### src/rtl/fxp_pkg.sv
// fxp_pkg
// Shared definitions for the fixed-point streaming datapath.
//   state_e     : accumulator stream state (ACCUM collecting, HOLD presenting)
//   acc_width() : accumulator width that cannot overflow for max_len beats
//   sext()      : sign-extend the low w bits of a value to 64 bits
//   sat_signed(): clamp a 64-bit signed value into the signed w-bit range
// The helpers work on a 64-bit carrier so one function serves every width.
package fxp_pkg;

  typedef enum logic {
    ACCUM = 1'b0,
    HOLD  = 1'b1
  } state_e;

  function automatic int acc_width(input int n, input int max_len);
    return n + $clog2(max_len);
  endfunction

  function automatic logic signed [63:0] sext(input logic [63:0] v, input int w);
    logic signed [63:0] t;
    // Park the sign bit at bit 63, then arithmetic-shift back down.
    t = $signed(v << (64 - w));
    return t >>> (64 - w);
  endfunction

  function automatic logic signed [63:0] sat_signed(input logic signed [63:0] v, input int w);
    logic signed [63:0] hi;
    logic signed [63:0] lo;
    hi = (64'sd1 <<< (w - 1)) - 64'sd1;
    lo = -(64'sd1 <<< (w - 1));
    if (v > hi) begin
      return hi;
    end
    if (v < lo) begin
      return lo;
    end
    return v;
  endfunction

endpackage

### src/rtl/fxp_sat_add.sv
// fxp_sat_add
// Combinational signed adder that clips to the W-bit range instead of wrapping.
//   a_i, b_i : signed W-bit operands
//   sum_o    : a_i + b_i, clipped to [-2^(W-1), 2^(W-1)-1]
//   ovf_o    : the true sum did not fit and sum_o was clipped
module fxp_sat_add #(
  parameter int W = 14
) (
  input  logic signed [W-1:0] a_i,
  input  logic signed [W-1:0] b_i,
  output logic signed [W-1:0] sum_o,
  output logic                ovf_o
);

  logic [W:0] wide;

  // One guard bit catches overflow: the top two bits disagree exactly when
  // the result left the W-bit range, and the guard bit gives its direction.
  always_comb begin
    wide  = {a_i[W-1], a_i} + {b_i[W-1], b_i};
    ovf_o = wide[W] ^ wide[W-1];
    if (!ovf_o) begin
      sum_o = wide[W-1:0];
    end else if (wide[W]) begin
      sum_o = {1'b1, {(W-1){1'b0}}};
    end else begin
      sum_o = {1'b0, {(W-1){1'b1}}};
    end
  end

endmodule

### src/rtl/fxp_acc_stream.sv
// fxp_acc_stream
// Streaming packet accumulator for Qm.F products: sums every beat of a packet
// in a wide saturating accumulator and emits one clamped N-bit result per
// packet in the same Q format.
//   clk, rst_n                    : clock, asynchronous active-low reset
//   in_valid/in_ready/in_data/in_last : product stream, one packet per result
//   out_valid/out_ready/out_data  : result stream, one beat per packet
//   out_sat                       : result was clipped to N bits
//   out_ovr                       : packet was longer than MAX_LEN beats
module fxp_acc_stream
  import fxp_pkg::*;
#(
  parameter int N       = 8,
  parameter int F       = 7,
  parameter int MAX_LEN = 64
) (
  input  logic         clk,
  input  logic         rst_n,
  input  logic         in_valid,
  output logic         in_ready,
  input  logic [N-1:0] in_data,
  input  logic         in_last,
  output logic         out_valid,
  input  logic         out_ready,
  output logic [N-1:0] out_data,
  output logic         out_sat,
  output logic         out_ovr
);

  localparam int ACC_W = acc_width(N, MAX_LEN);
  localparam int CNT_W = $clog2(MAX_LEN + 2);
  localparam logic [CNT_W-1:0] CNT_SAT = CNT_W'(MAX_LEN + 1);
  localparam logic [CNT_W-1:0] CNT_MAX = CNT_W'(MAX_LEN);

  state_e                  state_q, state_d;
  logic signed [ACC_W-1:0] acc_q, acc_d;
  logic [CNT_W-1:0]        cnt_q, cnt_d;
  logic [N-1:0]            data_q, data_d;
  logic                    sat_q, sat_d;
  logic                    ovr_q, ovr_d;

  logic                    accept;
  logic signed [63:0]      inExt;
  logic signed [ACC_W-1:0] addend;
  logic signed [ACC_W-1:0] accSum;
  logic                    addOvf;
  logic signed [63:0]      sumWide;
  logic signed [63:0]      clampWide;
  logic [CNT_W-1:0]        cntInc;

  // A new packet may start in the same cycle the held result is taken, so
  // HOLD only blocks input while the downstream is stalling.
  assign in_ready  = (state_q == ACCUM) || ((state_q == HOLD) && out_ready);
  assign accept    = in_valid && in_ready;
  assign out_valid = (state_q == HOLD);
  assign out_data  = data_q;
  assign out_sat   = sat_q;
  assign out_ovr   = ovr_q;

  // The addend is forced to zero unless a beat is really accepted, so
  // undriven data on idle cycles never reaches the accumulator.
  always_comb begin
    inExt  = sext(64'(in_data), N);
    addend = accept ? inExt[ACC_W-1:0] : '0;
  end

  fxp_sat_add #(
    .W(ACC_W)
  ) u_sat_add (
    .a_i  (acc_q),
    .b_i  (addend),
    .sum_o(accSum),
    .ovf_o(addOvf)
  );

  // Output clamp of the would-be accumulator value. A clipped accumulator
  // also counts as saturation, which matters when ACC_W has no headroom.
  always_comb begin
    sumWide   = 64'(accSum);
    clampWide = sat_signed(sumWide, N);
    cntInc    = (cnt_q == CNT_SAT) ? cnt_q : cnt_q + 1'b1;
  end

  // acc and cnt are zero whenever a packet starts (reset or just after a
  // result is registered), so a beat accepted in HOLD naturally opens the
  // next packet from 0.
  always_comb begin
    state_d = state_q;
    acc_d   = acc_q;
    cnt_d   = cnt_q;
    data_d  = data_q;
    sat_d   = sat_q;
    ovr_d   = ovr_q;
    if ((state_q == HOLD) && out_ready) begin
      state_d = ACCUM;
    end
    if (accept) begin
      if (in_last) begin
        data_d  = clampWide[N-1:0];
        sat_d   = (clampWide != sumWide) || addOvf;
        ovr_d   = (cntInc > CNT_MAX);
        acc_d   = '0;
        cnt_d   = '0;
        state_d = HOLD;
      end else begin
        acc_d = accSum;
        cnt_d = cntInc;
      end
    end
  end

  always_ff @(posedge clk or negedge rst_n) begin
    if (!rst_n) begin
      state_q <= ACCUM;
      acc_q   <= '0;
      cnt_q   <= '0;
      data_q  <= '0;
      sat_q   <= 1'b0;
      ovr_q   <= 1'b0;
    end else begin
      state_q <= state_d;
      acc_q   <= acc_d;
      cnt_q   <= cnt_d;
      data_q  <= data_d;
      sat_q   <= sat_d;
      ovr_q   <= ovr_d;
    end
  end

  // The fractional point must lie inside the word.
  always_ff @(posedge clk) begin
    assert (F >= 0 && F < N);
  end

endmodule

### config.mk
export PLATFORM = sky130hd
export DESIGN_NAME = fxp_acc_stream
export DESIGN_NICKNAME = d
export VERILOG_FILES = /design/src/rtl/fxp_pkg.sv /design/src/rtl/fxp_sat_add.sv /design/src/rtl/fxp_acc_stream.sv
export SDC_FILE = /design/constraint.sdc
export NUM_CORES = 1
export LEC_CHECK = 0
export BUFFER_PORTS_ARGS = -buffer_cell sky130_fd_sc_hd__buf_4
export CORE_ASPECT_RATIO = 0.8
export CORE_UTILIZATION = 36
export DETAILED_ROUTE_END_ITERATION = 10
export PLACE_DENSITY = 0.54
export SYNTH_ARGS = -nofsm -noshare
export SYNTH_HDL_FRONTEND = slang
export SYNTH_SLANG_ARGS = --single-unit
### constraint.sdc
create_clock -name clk -period 10.75 [get_ports clk]
set_input_delay 1.075 -clock clk [delete_from_list [all_inputs] [get_ports clk]]
set_output_delay 1.075 -clock clk [all_outputs]
set_load 0.05 [all_outputs]
After elaboration in Yosys (flattened, before gate mapping)
Cells that the tools add are included.

storage, ports and cells
  memories = 0
  memory bits (read-only) = 0
  RAM bits = 0
  register bits after elaboration = 32
  output and inout port bits = 12
  logic and storage cells = 36
  bits in latches = 0

cells by class
  add/subtract/negate cells = 2
  divide/modulo/power cells = 0
  reductions and logical operators = 5
  order comparisons = 3
  multiply operators = 0
  bitwise logic cells = 2
  shift operators = 0
  multiplexer cells = 16
  equality and inequality tests = 2

operators by type and width
  operator                                                      number
  two-way mux 64 bit                                            4
  != test 64 x 14 -> 1 bit                                      1
  two-way mux 14 bit                                            4
  adder 14 x 14 -> 15 bit                                       1
  > comparator 14 x 8 -> 1 bit (second input constant)          1
  less-than comparator 14 x 8 -> 1 bit (second input constant)  1
  two-way mux 7 bit                                             2
  adder 7 x 1 -> 7 bit (second input constant)                  1
  == test 7 bit (second input constant)                         1
  > comparator 7 bit (second input constant)                    1
  two-way mux 1 bit                                             6
  logical AND 1 bit                                             2
  logical OR 1 bit                                              2
  AND reduction 2 bit                                           1
  NOT 1 bit                                                     1
  bitwise XOR 1 bit                                             1

Longest topological paths before layout
Gate-level depths: netlist (run 1).

  depth in word-level cells = 14
  depth in mapped cells = 17
  gate-level depth less buffers = 16

Modules after synthesis
Synthesis (run 1) repeated with hierarchy kept, for this count alone.

second synthesis, totals
  cells, all modules = 343
  area, all modules = 2746.4 sq um

by module, submodules not included
  module          cells each  area an instance (sq um)  times used
  fxp_acc_stream  193         1705.4                    1
  fxp_sat_add     150         1041.0                    1

Least setup slack after synthesis (run 1)
OpenSTA, ideal clock, no wires.

  path type = input -> register
  from = input port out_ready
  to = register data_q[0] (netlist: out_data[0])
  slack = 6.015 ns
  arrival = 4.615 ns
  library setup time = 0.120 ns
  buffers on the path = 1
  cell stages on the path = 16
  data required time = 10.630 ns
  path through = nand2b_1 -> clkbuf_1 -> and3_1 -> ha_1 -> fa_1 -> a21oi_1 -> o211ai_2 -> and4b_1 -> a31oi_1 -> xor2_1 -> nor4_1 -> nand4_1 -> ha_1 -> nor2b_1 -> o21a_1 -> o22a_2

between the ends
  word-level cells in the longest chain between the ends = 12
  elaborated cells between the ends (all ways) = 17

RTL lines
  what                                                     line                                  RTL
  start, declared                                          fxp_acc_stream.sv:24                  input logic out_ready,
  logical AND 1 bit *                                      fxp_acc_stream.sv:53                  assign in_ready = (state_q == ACCUM) || ((state_q == HOLD) && out_ready);
  logical OR 1 bit *                                       fxp_acc_stream.sv:53
  net in_ready                                             fxp_acc_stream.sv:20                  output logic in_ready,
  logical AND 1 bit *                                      fxp_acc_stream.sv:54                  assign accept = in_valid && in_ready;
  two-way mux 14 bit                                       fxp_acc_stream.sv:64                  addend = accept ? inExt[ACC_W-1:0] : '0;
  adder 14 x 14 -> 15 bit                                  fxp_sat_add.sv:20                     wide = {a_i[W-1], a_i} + {b_i[W-1], b_i};
  two-way mux 14 bit or bitwise XOR 1 bit (tied branches)  fxp_sat_add.sv:24, fxp_sat_add.sv:21
  two-way mux 14 bit                                       fxp_sat_add.sv:22                     if (!ovf_o) begin
  less-than comparator 14 x 8 -> 1 bit                     fxp_pkg.sv:34                         if (v < lo) begin
  two-way mux 1 bit (2 in a row)                           fxp_pkg.sv:34
  two-way mux 64 bit                                       fxp_pkg.sv:37                         return v;
  two-way mux 64 bit                                       fxp_pkg.sv:34
  end signal, assigned                                     fxp_acc_stream.sv:124                 data_q <= data_d;
  end, declared                                            fxp_acc_stream.sv:38                  logic [N-1:0] data_q, data_d;

Mark *: on every way through the listed nets, which the timed path passes. The rest lies on a longest branch. The select of a mux whose other input is x is not followed.
A chain may end at the register's enable or synchronous reset.

Final worst setup path (run 1)
  from = input port out_ready
  to = register data_q[0] (netlist: out_data[0])

between the ends
  word-level cells in the longest chain between the ends = 12
  elaborated cells between the ends (all ways) = 17

RTL lines
  what                                                     line
  logical AND 1 bit *                                      fxp_acc_stream.sv:53
  logical OR 1 bit *                                       fxp_acc_stream.sv:53
  logical AND 1 bit *                                      fxp_acc_stream.sv:54
  two-way mux 14 bit                                       fxp_acc_stream.sv:64
  adder 14 x 14 -> 15 bit                                  fxp_sat_add.sv:20
  two-way mux 14 bit or bitwise XOR 1 bit (tied branches)  fxp_sat_add.sv:24, fxp_sat_add.sv:21
  two-way mux 14 bit                                       fxp_sat_add.sv:22
  less-than comparator 14 x 8 -> 1 bit                     fxp_pkg.sv:34
  two-way mux 1 bit (2 in a row)                           fxp_pkg.sv:34
  two-way mux 64 bit                                       fxp_pkg.sv:37
  two-way mux 64 bit                                       fxp_pkg.sv:34

Every way passes the cells marked *; elsewhere a longest branch is shown, timed or not. The select of a mux whose other input is x is not followed.

==> flow_summary.toml, run 1 <==
[run_status]
status = "finished clean"

[route]
drtAntennaViolNets = 0
drtPass1Iterations = 4
avgViaCountPerCell = 5.37
wl_per_cell_um = 15.7
drt_wl_total_mm = 6.07
first_iter_violations = 205
drc = 0
dr_total_vias = 2071

[sta]
whs_ns = 0.485
hold_viol_final = 0
final.period_utilization_pct = 43.5
skew_ns = 0.00585
setup_viol = 0
timing.fmax_mhz = 214
worstMarginPinSlew_ns = 0.715
slew_violations = 0
setup_tns_ns = 0
rsz0062_at_grt = "no"
relSlewSlack_pct = 52.2
fin_crit_ns = 4.68

[synth]
synth.distinct_cells = 53
synthCells = 281
async_flop_share_pct = 100
yosysTopAreaCell = "dfrtp_1"
synth_edf_count = 0
synth_area_per_cell_um2 = 8.56
synthFlopType = "dfrtp_1"
yosysTopAreaCellShare_pct = 33.3
yosysWarnings = 0
synth_seq_cells = 32
syn-num-nets = 306
synth_area_leaders = "dfrtp_1, o21ai_0, nand2_1"
syn_area_um2 = 2410
yosysSeqAreaShare_pct = 33.3

[critical_path]
crit_arrival_ns = 4.85
slowest_delay_ns = 0.46
required_ns = 10.92
crit_family = "simple AND/OR/NAND/NOR gates"
cp-startpoint = "out_ready"
cp_max_fo = 14
crit_chain = "buf_4 > nand2b_1 > and3_1 > ha_1 > fa_1 > a21oi_1 > o211ai_2 > and4b_1 > a31oi_1 > xor2_1 > nor4_1 > nand4_1 > ha_1 > nor2b_1 > o21a_1 > o22a_2"
end_kind = "flip-flop"
r2r_cells = 15
cp_num_buf_inv = 1
cpMaxStageDelayCell = "ha_1"
start_kind = "input pin"
r2r-start = "out_valid"
crit_type = "in2reg"
reg2reg_slack_ns = 6.68
crit_top_cell = "ha_1"
cp.depth = 16

[worst_hold_path]
min_path_cells = 1
hold_path.startpoint = "out_ovr"
hold_class = "reg2reg"

[clock_tree]
cts.htree.levels = 2
cts_made_buffers = 5
cts_sinks = 32
insertion_delay_ns = 0.28
hold_buffers = 0
post_cts_resized = 0
clk_pin_slew_ns = 0.06
cts_setup_buffers = 0
root_buffer = "clkbuf_8"
cts_tree = "yes"
clockBufferDepth = 2

[finish]
drive_gt1_share_pct = 17.9
layout_common_cells = "nand2_1, o21ai_0, dfrtp_1, nor2_1, buf_4"
syn2layout_area_growth_pct = 13.7
n_antenna_cell = 0
instances_no_fill = 386
nets = 327
post-route-cell-area_um2 = 2740
mostFrequentLayoutCell = "nand2_1"

[die]
fp.dieW_um = 93.4
ios = 25
core_um2 = 6410
initial_core_util_pct = 37.5
rows = 26
dieArea_um2 = 7020
die_y_um = 75.1

[placed_design]
place_area_um2 = 2640
placed_cells = 379
io_buffers = 24
globalplace.congestion = 0.911
place_hpwl_mm = 4.54

[global_route]
grt_usage_pct = 18.8
grt_pass1_vias = 1912
antenna_found_initial = 0
grt_max_degree = 33
grt_pass1_wl_mm = 10.0
grt_overflow = 0

[power_and_ir_drop]
peakVddDrop_mv = 0.130
power.static_leakage_nw = 1.20
cellPowerDensity_nw_per_um2 = 269

[run]
drv_cap = 0
## cell type report
| class | count | area, um^2 |
|---|---|---|
| clock buffer | 7 | 96.3 |
| fill | 651 | 3670 |
| inverter | 4 | 15.0 |
| multi-input combinational | 235 | 1540 |
| sequential | 32 | 801 |
| tap | 84 | 105 |
| timing repair buffer | 24 | 180 |
## per-layer routing
| metal | share of wire, % | GRT usage [%] | up-vias |
|---|---|---|---|
| li1 | - | - | 1057 |
| met1 | 54 | 29.7 | 953 |
| met2 | 40 | 26.2 | 55 |
| met3 | 5.2 | 3.23 | 6 |
| met4 | 0.69 | 4.10 | 0 |
| met5 | 0 | 0 | - |
## final timing paths
path                          endpoint
max                        out_data[0]
min                            out_ovr
max reg2reg                out_data[0]
min reg2reg                    out_ovr
max in group asynchronous     acc_q[1]
min in group asynchronous      out_ovr
## report_power, final
part / switching, W / internal [W]
registers: 0.0000434 / 0.000159
logic: 0.000265 / 0.000167
clock network: 0.0000424 / 0.0000570
total: 0.000351 / 0.000384
## kinds of logic (layout without fill, tap and decap cells)
kind of cell / after synthesis / count (layout) / share of synthesized area (%)
simple gates: 117 / 117 / 23.8
compound gates: 80 / 80 / 22.7
flops: 32 / 32 / 33.3
xor+xnor: 19 / 19 / 8.01
fa+ha+maj: 15 / 15 / 7.85
buf+inv: 14 / 35 / 2.76
mux: 4 / 4 / 1.66
## flip-flops by register name, summed over array words and instances (netlist names)
name	count
out_data	8
acc_q	14
out_sat	1
cnt_q	7
out_ovr	1
out_valid	1
## stage by stage
stage / setup slack, ns / total power, W / utilization (%)
3_3_place_gp: 5.90 / 0.000634 / 41.2
5_1_grt: 5.72 / 0.000796 / 42.7
2_1_floorplan: 6.02 / 0.000530 / -
4_1_cts: 6.07 / 0.000738 / 42.7
6_report: 6.07 / 0.000735 / 42.7
3_5_place_dp: 5.76 / 0.000633 / 41.2
## cells in the mapped netlist, drive strengths merged, types with 3 or more instances
library cell / count
and2: 4
nand3: 9
a211oi: 3
buf: 3
ha: 11
nand4: 3
o21ai: 34
a21oi: 17
o211ai: 5
xnor2: 13
nor2b: 3
xor2: 6
and3: 11
nand2: 38
nor3: 5
o22ai: 3
nor4: 4
clkbuf: 7
dfrtp: 32
o22a: 7
or3: 3
nand2b: 4
nor2: 27
inv: 4
mux2i: 4
maj3: 3
## worst reg2reg max path: stages, from the launching register on
cell and delay, ns:
dfrtp_1 0.36, nand2b_1 0.26, and3_1 0.31, ha_1 0.21, fa_1 0.40, a21oi_1 0.29
o211ai_2 0.15, and4b_1 0.20, a31oi_1 0.26, xor2_1 0.14, nor4_1 0.38, nand4_1 0.14
ha_1 0.46, nor2b_1 0.10, o21a_1 0.12, o22a_2 0.18
(Power assumes the default switching activity.)
==> inputs of run 2 (changes only) <==
==> constraint.sdc (replaced) <==
create_clock -name clk -period 4.8 [get_ports clk]
set_input_delay 0.48 -clock clk [delete_from_list [all_inputs] [get_ports clk]]
set_output_delay 0.48 -clock clk [all_outputs]
set_load 0.05 [all_outputs]
==> flow_summary.toml, run 2 (synthesized netlist as in run 1, its figures left out) <==
[die]
core_um2 = 6410
rows = 26
dieArea_um2 = 7020
initial_core_util_pct = 37.5
die_y_um = 75.1
ios = 25
fp.dieW_um = 93.4

[finish]
post-route-cell-area_um2 = 2740
n_antenna_cell = 0
syn2layout_area_growth_pct = 13.8
largest_reg_flops = 14
regMostFlops = "acc_q"
drive_gt1_share_pct = 17.8
mostFrequentLayoutCell = "nand2_1"
layout_common_cells = "nand2_1, o21ai_0, dfrtp_1, nor2_1, buf_4"
nets = 328
fin_util_pct = 42.7

[critical_path]
crit_top_cell = "ha_1"
crit_family = "simple AND/OR/NAND/NOR gates"
start_kind = "input pin"
crit_arrival_ns = 4.00
cp_num_buf_inv = 1
end_kind = "flip-flop"
required_ns = 4.96
crit_type = "in2reg"
cpMaxStageDelayCell = "ha_1"
crit_chain = "buf_4 > nand2b_1 > and3_1 > ha_1 > fa_1 > a21oi_1 > o211ai_2 > and4b_1 > a31oi_1 > xor2_1 > nor4_1 > nand4_1 > ha_1 > nor2b_1 > o21a_1 > o22a_2"
slowest_delay_ns = 0.44
cp_max_fo = 9

[clock_tree]
root_buffer = "clkbuf_8"
cts_sinks = 32
cts_tree = "yes"
cts.htree.levels = 2
cts_made_buffers = 5
post_cts_resized = 0
clockBufferDepth = 2
hold_buffers = 0
clk_pin_slew_ns = 0.07
insertion_delay_ns = 0.28
cts_setup_buffers = 0

[power_and_ir_drop]
power_w = 0.00165
peakVddDrop_mv = 0.312
cellPowerDensity_nw_per_um2 = 604
power.static_leakage_nw = 1.20

[route]
drt_wl_total_mm = 6.31
drtPass1Iterations = 4
wl_met2_mm = 2.48
avgViaCountPerCell = 5.49
wl_per_cell_um = 16.3
top_layer = "met4"
met1_length_mm = 3.52
drc = 0
first_iter_violations = 106
dr_total_vias = 2130
dr_wl_met3_um = 264
drtAntennaViolNets = 0

[placed_design]
io_buffers = 24
place_hpwl_mm = 4.66
globalplace.congestion = 0.846
place_area_um2 = 2650

[global_route]
antenna_found_initial = 0
grt_pass1_vias = 2023
grt_pass1_wl_mm = 10.5
grt_usage_pct = 19.6
grt_overflow = 0
grt_max_degree = 33

[sta]
skew_ns = 0.00570
worstMarginPinSlew_ns = 0.739
final.period_utilization_pct = 79.9
timing.fmax_mhz = 261
fin_crit_ns = 3.83
setup_tns_ns = 0
rsz0062_at_grt = "no"
hold_viol_final = 0
setup_viol = 0
slew_violations = 0
relSlewSlack_pct = 50.6

[worst_hold_path]
hold_class = "in2async"

[run]
drv_cap = 0

[run_status]
status = "finished clean"
## run 2: changes by cell type in the layout (fill, tap and decap cells not counted)
cell,change
clkbuf_1,+2
buf_4,+1
clkbuf_8,-1
## run 2: metal layers
metal	vias to the layer above	global-route usage [%]
met5	-	0
met3	4	3.54
met2	59	28.3
met1	1015	30.1
li1	1052	-
met4	0	4.27
## run 2: worst paths after layout
| kind | start | end | slack [ns] | cells after the start |
|---|---|---|---|---|
| max | out_ready | out_data[0] | 0.97 | 16 |
| min | rst_n | out_data[4] | 0.13 | 1 |
| max reg2reg | out_valid | out_data[0] | 1.00 | 15 |
| min reg2reg | out_ovr | out_ovr | 0.48 | 1 |
| max in group asynchronous | rst_n | acc_q[5] | 4.36 | 1 |
| min in group clk | out_ovr | out_ovr | 0.48 | 1 |
## run 2: worst reg2reg max path: stages, from the launching register on
cell      delay (ns)
dfrtp_1         0.35
nand2b_1        0.16
and3_1          0.23
ha_1            0.21
fa_1            0.41
a21oi_1         0.27
o211ai_2        0.15
and4b_1         0.19
a31oi_1         0.24
xor2_1          0.13
nor4_1          0.38
nand4_1         0.14
ha_1            0.44
nor2b_1         0.09
o21a_1          0.12
o22a_2          0.18
## run 2: cell type report
cell class	instances	area, um^2
Sequential cell	32	801
Fill cell	638	3670
Inverter	4	15.0
Tap cell	84	105
Clock buffer	8	90.1
Multi-Input combinational cell	235	1540
Timing Repair Buffer	25	188
## run 2: metrics by stage
step                      cells  setup slack [ns]  hold slack (ns)
after global routing        388             0.713            0.160
final                       388             0.966            0.134
after floorplan             281             0.526            0.184
after CTS                   388             0.938            0.145
after detailed placement    380             0.659            0.451
after global placement      380             0.728            0.457
## run 2: power breakdown
group          internal [W]  switching (W)  leakage (nW)
Combinational      0.000376       0.000611         0.751
Sequential         0.000357      0.0000951         0.399
Clock              0.000117      0.0000989        0.0455
==> inputs of run 3 (changes only) <==
==> constraint.sdc (replaced) <==
create_clock -name clk -period 3.6 [get_ports clk]
set_input_delay 0.36 -clock clk [delete_from_list [all_inputs] [get_ports clk]]
set_output_delay 0.36 -clock clk [all_outputs]
set_load 0.05 [all_outputs]
==> flow_summary.toml, run 3 (synthesized netlist as in run 1, its figures left out) <==
[clock_tree]
clk_pin_slew_ns = 0.07
cts_made_buffers = 5
cts_tree = "yes"
cts.htree.levels = 2
root_buffer = "clkbuf_8"
clockBufferDepth = 2
cts_sinks = 32
hold_buffers = 0
insertion_delay_ns = 0.28

[global_route]
grt_usage_pct = 19.3
antenna_found_initial = 0
grt_overflow = 0
grt_max_degree = 33
grt_pass1_wl_mm = 10.2
grt_pass1_vias = 1942

[critical_path]
crit_type = "reg2reg"
required_ns = 3.81
r2r-start = "out_valid"
r2r_cells = 17
start_kind = "flip-flop"
reg2reg_slack_ns = 0.03
end_kind = "flip-flop"
cp_max_fo = 6
reg2reg_to = "out_sat"
crit_arrival_ns = 3.78

[die]
die_y_um = 75.1
fp.dieW_um = 93.4
initial_core_util_pct = 37.5
rows = 26
dieArea_um2 = 7020
ios = 25
core_um2 = 6410

[finish]
largest_reg_flops = 14
syn2layout_area_growth_pct = 25.8
n_antenna_cell = 0
fillCellCount = 649
mostFrequentLayoutCell = "buf_4"
drive_gt1_share_pct = 29.8
regMostFlops = "acc_q"
layout_common_cells = "buf_4, nand2_1, o21ai_0, dfrtp_1, nor2_1"
nets = 350

[route]
drtPass1Iterations = 4
drt_wl_total_mm = 6.41
drc = 0
dr_total_vias = 2195
avgViaCountPerCell = 5.37
drtAntennaViolNets = 0
wl_per_cell_um = 15.7
first_iter_violations = 144

[sta]
hold_viol_final = 0
skew_ns = 0.00654
setup_ws_ns = 0.0263
fin_crit_ns = 3.57
worstMarginPinSlew_ns = 0.464
setup_viol = 0
rsz0062_at_grt = "yes"
whs_ns = 0.00792
relSlewSlack_pct = 69.1
final.period_utilization_pct = 99.3
timing.fmax_mhz = 280
slew_violations = 0

[run]
drv_cap = 0

[placed_design]
io_buffers = 24
globalplace.congestion = 0.884
place_hpwl_mm = 4.74
post-place-ws_ns = -0.115

[power_and_ir_drop]
power.static_leakage_nw = 1.30
cellPowerDensity_nw_per_um2 = 800
peakVddDrop_mv = 0.514

[run_status]
status = "finished clean"

[worst_hold_path]
hold_class = "in2async"
[run 3: cell count changes in the layout (fill, tap and decap cells not counted), sizes merged]
cell	previous run	this run
buf	25	47
clkbuf	8	6
clkinv	0	1
[run 3: layout make-up]
cell class / count / area (um^2) / share of cell area (%)
sequential: 32 / 802 / 26.5
clock inverter: 1 / 5.00 / 0.165
timing repair buffer: 47 / 353 / 11.7
clock buffer: 6 / 72.6 / 2.40
inverter: 4 / 15.0 / 0.496
tap: 84 / 105 / 3.47
multi-input combinational: 235 / 1670 / 55.3
[run 3: repair_timing]
item / CTS / global route
resized for setup: 0 / 21
setup endpoints to repair: 0 / 8
buffers inserted: 0 / 5
[run 3: how the worst max path moves through the flow]
stage | depth (start not counted) | start | slack (ns) | endpoint
CTS | 17 | out_valid | 0.02 | out_sat
detailed placement | 18 | out_ready | -0.12 | out_sat
finish | 17 | out_valid | 0.03 | out_sat
floorplan | 17 | out_valid | 0.04 | out_sat
global placement | 18 | out_ready | 0.04 | out_sat
global route | 17 | out_valid | -0.13 | out_sat
[run 3: through the flow]
step,TNS (ns),total power (W),area (um^2),util [%],instances
floorplan,0,0.00161,2450,-,281
global placement,0,0.00201,2810,43.8,397
detailed placement,-0.284,0.00201,2810,43.8,397
CTS,0,0.00229,2880,45.0,404
global route,-0.154,0.00260,3030,47.2,409
finish,0,0.00242,3030,47.2,409
[run 3: per-layer routing]
metal  global-route usage, %  wire length, um
met3                    3.64              420
met5                       0                0
met2                    26.5             2640
met1                    29.8             3270
met4                    6.50               76
[run 3: critical path, stage by stage (launching register included)]
cell and delay, ns:
dfrtp_2 0.38, nand2b_4 0.07, and3_4 0.18, ha_4 0.16
fa_2 0.39, a21oi_4 0.19, o211ai_2 0.13, and4b_1 0.22
a31oi_2 0.19, xor2_1 0.12, nor4_1 0.31, buf_4 0.17
nand4_1 0.15, ha_4 0.23, nand2_4 0.06, a2111oi_4 0.04
or3_4 0.39, a21oi_2 0.14
[run 3: power breakdown]
part	internal (W)	switching, W	total (W)	leakage [nW]
sequential	0.000476	0.000134	0.000610	0.398
clock	0.000131	0.000123	0.000254	0.0410
combinational	0.000654	0.000902	0.00156	0.861
